File: config.mk
export PLATFORM = sky130hd
export DESIGN_NAME = uart_rx_fsm
export DESIGN_NICKNAME = d
export VERILOG_FILES = /design/src/rtl/uart_pkg.sv /design/src/rtl/uart_edge_bit_counter.sv /design/src/rtl/uart_rx_fsm.sv
export SDC_FILE = /design/constraint.sdc
export NUM_CORES = 1
export LEC_CHECK = 0
export CORE_MARGIN = 5
export CORE_UTILIZATION = 53
export DETAILED_ROUTE_END_ITERATION = 12
export GPL_TIMING_DRIVEN = 1
export PLACE_DENSITY = 0.79
export SYNTH_ARGS = -nofsm -noshare
export SYNTH_HDL_FRONTEND = slang
export SYNTH_SLANG_ARGS = --single-unit
File: constraint.sdc
create_clock -name CLK -period 2.5 [get_ports CLK]
set_input_delay 0.375 -clock CLK [delete_from_list [all_inputs] [get_ports CLK]]
set_output_delay 0.375 -clock CLK [all_outputs]
set_load 0.01 [all_outputs]
File: src/rtl/uart_pkg.sv
// Shared UART RX definitions: FSM state encoding, legal oversampling ratios,
// parity type codes and a prescale legality helper.
package uart_pkg;

  typedef enum logic [2:0] {
    IDLE   = 3'd0,
    START  = 3'd1,
    DATA   = 3'd2,
    PARITY = 3'd3,
    STOP   = 3'd4
  } rx_state_e;

  localparam logic [5:0] PRESC_8  = 6'd8;
  localparam logic [5:0] PRESC_16 = 6'd16;
  localparam logic [5:0] PRESC_32 = 6'd32;

  localparam logic PAR_EVEN = 1'b0;
  localparam logic PAR_ODD  = 1'b1;

  // Frames are only accepted at one of the supported oversampling ratios.
  function automatic logic presc_legal(input logic [5:0] p);
    return (p == PRESC_8) || (p == PRESC_16) || (p == PRESC_32);
  endfunction

endpackage

File: src/rtl/uart_edge_bit_counter.sv
// Bit-timing counter: edge position within the current bit (wraps at
// Prescale-1, held at 0 while disabled), bit-end strobe, and data bit index.
module uart_edge_bit_counter #(
  parameter int BIT_W = 3
) (
  input  logic             CLK,
  input  logic             RST,
  input  logic             en,
  input  logic [5:0]       Prescale,
  input  logic             bit_clr,
  input  logic             bit_inc,
  output logic [4:0]       edge_cnt,
  output logic [BIT_W-1:0] bit_cnt,
  output logic             bit_end
);

  // Last edge of a bit; Prescale is at most 32 so Prescale-1 fits edge_cnt.
  assign bit_end = en && ({1'b0, edge_cnt} == (Prescale - 6'd1));

  // Edge counter: free-runs while enabled, restarts at 0 on every bit end.
  always_ff @(posedge CLK or negedge RST) begin
    if (!RST)                edge_cnt <= '0;
    else if (!en || bit_end) edge_cnt <= '0;
    else                     edge_cnt <= edge_cnt + 5'd1;
  end

  // Data bit index: cleared while framing the start bit, stepped per data bit.
  always_ff @(posedge CLK or negedge RST) begin
    if (!RST)         bit_cnt <= '0;
    else if (bit_clr) bit_cnt <= '0;
    else if (bit_inc) bit_cnt <= bit_cnt + BIT_W'(1);
  end

endmodule

File: src/rtl/uart_rx_fsm.sv
// UART RX frame controller: walks start/data/parity/stop on bit-end cycles,
// deserializes LSB first, checks parity and stop, and pulses data_valid for
// one cycle when a clean word lands in P_DATA.
module uart_rx_fsm
  import uart_pkg::*;
#(
  parameter int DATA_WIDTH = 8
) (
  input  logic                  CLK,
  input  logic                  RST,
  input  logic                  RX_IN,
  input  logic [5:0]            Prescale,
  input  logic                  PAR_EN,
  input  logic                  PAR_TYP,
  input  logic                  sampled_bit,
  output logic [4:0]            edge_cnt,
  output logic                  dat_samp_en,
  output logic [DATA_WIDTH-1:0] P_DATA,
  output logic                  data_valid,
  output logic                  par_err,
  output logic                  stp_err
);

  localparam int BIT_W = (DATA_WIDTH > 1) ? $clog2(DATA_WIDTH) : 1;

  rx_state_e             state;
  logic [DATA_WIDTH-1:0] shift_reg;
  logic [BIT_W-1:0]      bit_cnt;
  logic                  bit_end;
  logic                  exp_par;
  logic                  last_bit;

  // dat_samp_en is exactly "not IDLE", so it doubles as the counter enable.
  uart_edge_bit_counter #(.BIT_W(BIT_W)) u_cnt (
    .CLK      (CLK),
    .RST      (RST),
    .en       (dat_samp_en),
    .Prescale (Prescale),
    .bit_clr  (state == START),
    .bit_inc  ((state == DATA) && bit_end),
    .edge_cnt (edge_cnt),
    .bit_cnt  (bit_cnt),
    .bit_end  (bit_end)
  );

  assign exp_par  = (PAR_TYP == PAR_ODD) ? ~(^shift_reg) : (^shift_reg);
  assign last_bit = (bit_cnt == BIT_W'(DATA_WIDTH - 1));

  // Frame FSM with registered outputs; sampled_bit is only consumed at bit end.
  always_ff @(posedge CLK or negedge RST) begin
    if (!RST) begin
      state       <= IDLE;
      dat_samp_en <= 1'b0;
      P_DATA      <= '0;
      data_valid  <= 1'b0;
      par_err     <= 1'b0;
      stp_err     <= 1'b0;
      shift_reg   <= '0;
    end else begin
      data_valid <= 1'b0;
      case (state)
        IDLE: begin
          if (!RX_IN && presc_legal(Prescale)) begin
            state       <= START;
            dat_samp_en <= 1'b1;
            par_err     <= 1'b0;
            stp_err     <= 1'b0;
          end
        end
        START: begin
          if (bit_end) begin
            if (sampled_bit) begin
              // Start bit did not hold low: line glitch, drop quietly.
              state       <= IDLE;
              dat_samp_en <= 1'b0;
            end else begin
              state <= DATA;
            end
          end
        end
        DATA: begin
          if (bit_end) begin
            // Shift in from the top; after DATA_WIDTH bits the first lands at bit 0.
            shift_reg <= {sampled_bit, shift_reg[DATA_WIDTH-1:1]};
            if (last_bit) state <= PAR_EN ? PARITY : STOP;
          end
        end
        PARITY: begin
          if (bit_end) begin
            if (sampled_bit != exp_par) par_err <= 1'b1;
            state <= STOP;
          end
        end
        STOP: begin
          if (bit_end) begin
            if (!sampled_bit) stp_err <= 1'b1;
            if (sampled_bit && !par_err) begin
              P_DATA     <= shift_reg;
              data_valid <= 1'b1;
            end
            if (!RX_IN) begin
              // Next start bit already on the line: chain without an idle cycle.
              state   <= START;
              par_err <= 1'b0;
              stp_err <= 1'b0;
            end else begin
              state       <= IDLE;
              dat_samp_en <= 1'b0;
            end
          end
        end
        default: begin
          state       <= IDLE;
          dat_samp_en <= 1'b0;
        end
      endcase
    end
  end

endmodule
==> results.cfg, run 1 <==
[run_status]
status = complete, no violations

[timing]
setup_tns_ps = 0
rsz0062_at_grt = no
max_freq_ghz = 0.4112
hold_violations = 0
post-route-min-period_ps = 2432
period_share_pct = 97.27
max-slew-margin-rel_pct = 71.08
clock_skew_ps = 11.39
finalSetupViolCount = 0
worst_slew_pin_slew_ps = 422.9
slew_viol_final = 0

[routing]
first_pass_iters = 4
dr_wl_met3_microns = 220
wl_met1_microns = 1644
drc = 0
routed.top_layer = met4
antenna_left = 0
drt_iter0_drc = 104
wl_met2_microns = 1972
routed_wl_microns = 3868
avgRoutedWirePerCell_microns = 15.17
routed-via-count = 1411
routed_via_density = 5.533

[synthesis]
netlist_instances = 163
synth_largest_area_cell = dfrtp_1
avgSynthCellArea_sq_um = 10.92
synthDistinctLibCells = 43
synth_nets = 180
ys_seq_elements = 31
synth_top_area_share_pct = 43.60
ys_seq_area_share_pct = 43.60
synth.area.top_cells = dfrtp_1, mux2_4, xnor2_1
synth_area_sq_um = 1779
yosys_warnings = 0

[placed_design]
port_buffers = 28
dp_cells = 248
place_area_sq_um = 2225
dp_hpwl_microns = 2860
gp_congestion = 0.7853

[clock_tree]
cts_tree = built
cts_max_path_buffers = 2
clock_sinks = 31
cts-root-buf = clkbuf_4
cts_htree_levels = 2
clk_latency_ps = 320
hold_buffers = 0
cts_buffers = 5
clk_pin_slew_ps = 100

[floorplan]
pin_count = 29
num_rows = 21
core_area_sq_um = 3284
dieArea_sq_um = 4616
die_w_microns = 67.94
die_y_microns = 67.94
start_util_pct = 54.17

[critical_path]
cp-start-kind = primary input
critical_path_class = primary input to flip-flop
rr_worst_depth = 9
cpPeakStageDelay_ps = 550
crit_path_end_kind = flip-flop
worstSetupStartpoint = Prescale[0]
cp_max_fo = 8
cp_num_buf_inv = 4
arrival_ps = 2640
r2r_start = u_cnt.edge_cnt[3]
path_depth = 10
crit_family = simple AND/OR/NAND/NOR gates
crit_required_ps = 2710
path_cells = clkdlybuf4s15_2 -> or4_4 -> o21ai_2 -> nor4b_4 -> buf_4 -> nand3_2 -> buf_4 -> nor4b_4 -> buf_6 -> mux2_2
crit_slowest_cell = or4_4

[grt]
antenna_found_initial = 0
grt_usage_pct = 18.17
overflow = 0
grt_pass1_wl_microns = 6334
grt_pass1_vias = 1453
grt_start_max_net_pins = 32

[finish]
area_growth_pct = 28.76
drive_gt1_share_pct = 24.88
fin_nets = 226
final_area_sq_um = 2291
instances_no_fill = 255
n_antenna_cell = 0
final_util_pct = 69.75

[hold_path]
hold_path.class = primary input to asynchronous set/reset pin

[power_and_ir_drop]
leakage_nw = 1.068
peakVddDrop_uv = 454.3
power_mw = 1.544
powerDensity_nw_per_um2 = 673.8

[flow_run]
maxCapViolCount = 0
==> worst reg2reg max path: stages, from the launching register on <==
cell	delay, ps
dfrtp_1	430
xnor2_1	210
xnor2_1	130
nor4b_4	230
buf_4	160
nand3_2	80
buf_4	170
nor4b_4	230
buf_6	180
mux2_2	340
==> synthesized netlist by cell type <==
cell type / n
xor2_1: 6
a211oi_1: 1
a2111oi_0: 1
inv_1: 6
and3_1: 2
and3b_1: 1
a21oi_1: 11
nor4b_2: 1
mux2_2: 8
or2_2: 1
or4_4: 1
mux2_4: 8
nor4b_1: 1
o21ai_2: 1
a21o_1: 1
o22ai_1: 1
nand2_1: 4
nor2_1: 8
or4b_2: 1
or4_1: 1
clkbuf_1: 6
nor2b_1: 5
o21ai_0: 7
nand3b_1: 2
nor4b_4: 1
nand4_1: 1
a31oi_1: 2
a22oi_1: 1
and2_1: 2
a2bb2oi_1: 1
nand2b_1: 3
o31ai_1: 1
a211o_1: 4
nor3_1: 3
nor3b_1: 3
dfrtp_1: 31
o211ai_1: 2
nand3_2: 1
nand3_1: 3
or3_1: 1
buf_6: 1
xnor2_1: 12
ha_1: 5
==> where the power goes <==
group	switching, mW	internal (mW)
clock	0.157	0.130
sequential	0.0821	0.571
combinational	0.298	0.306
==> cell families (layout without fill, tap and decap cells) <==
logic type | count (synthesis) | in the layout | share of synthesized area [%]
compound gates | 34 | 34 | 12.10
simple gates | 46 | 46 | 16.95
fa+ha+maj | 5 | 5 | 3.516
buf+inv | 13 | 59 | 3.164
xor+xnor | 18 | 18 | 8.861
flops | 31 | 31 | 43.60
mux | 16 | 16 | 11.81
==> layer usage <==
layer / vias to the layer above / global-route usage, %
met1: 690 / 21.76
met4: 0 / 4.467
met5: - / 0
met2: 45 / 32.01
met3: 4 / 5.090
li1: 672 / -
==> cells in the final DEF (no fill, tap or decap), drive strengths merged, types with 4 or more instances in the layout <==
cell type      netlist  layout
inv                  6       6
mux2                16      16
nor2                 8       8
nor2b                5       5
clkbuf               6       7
ha                   5       5
a211o                4       4
a21oi               11      11
clkdlybuf4s50        0      24
o21ai                8       8
buf                  1      18
nand3                4       4
xor2                 6       6
xnor2               12      12
nand2                4       4
dfrtp               31      31
==> area by class of cell <==
cell class / instances / area [sq um]
repair buffers: 46 / 412.9
clock buffers: 6 / 51.30
clock inverters: 1 / 5.005
multi-input cells: 119 / 965.9
well taps: 46 / 57.56
flip-flops and latches: 31 / 775.7
fillers: 253 / 993.5
inverters: 6 / 22.52
==> what timing repair did <==
action	CTS	global route
endpoints found under the setup margin	18	17
buffers inserted	1	0
gates resized for setup	12	1
pin swaps	5	2
==> worst paths after layout <==
check                                   end  slack, ps
max                            shift_reg[4]         70
min                        u_cnt.bit_cnt[2]        430
max reg2reg                    shift_reg[4]        240
min reg2reg                       P_DATA[0]        520
max in group asynchronous         P_DATA[7]       1770
min in group CLK                  P_DATA[0]        520
==> metrics by stage <==
step | setup slack [ps] | hold WS [ps]
6_report | 68.31 | 431.5
2_1_floorplan | 0.1430 | 79.41
5_1_grt | 17.40 | 441.4
3_3_place_gp | -534.8 | 500.3
4_1_cts | 8.983 | 431.9
3_5_place_dp | -551.8 | 502.1
Note: power is estimated with default switching activity, not from simulation.
==> inputs of run 2 (changes only) <==
- ABC_CLOCK_PERIOD_IN_PS: not set -> 2500
==> results of run 2 <==
No change in the layout: final DEF, timing and power equal those of run 1.
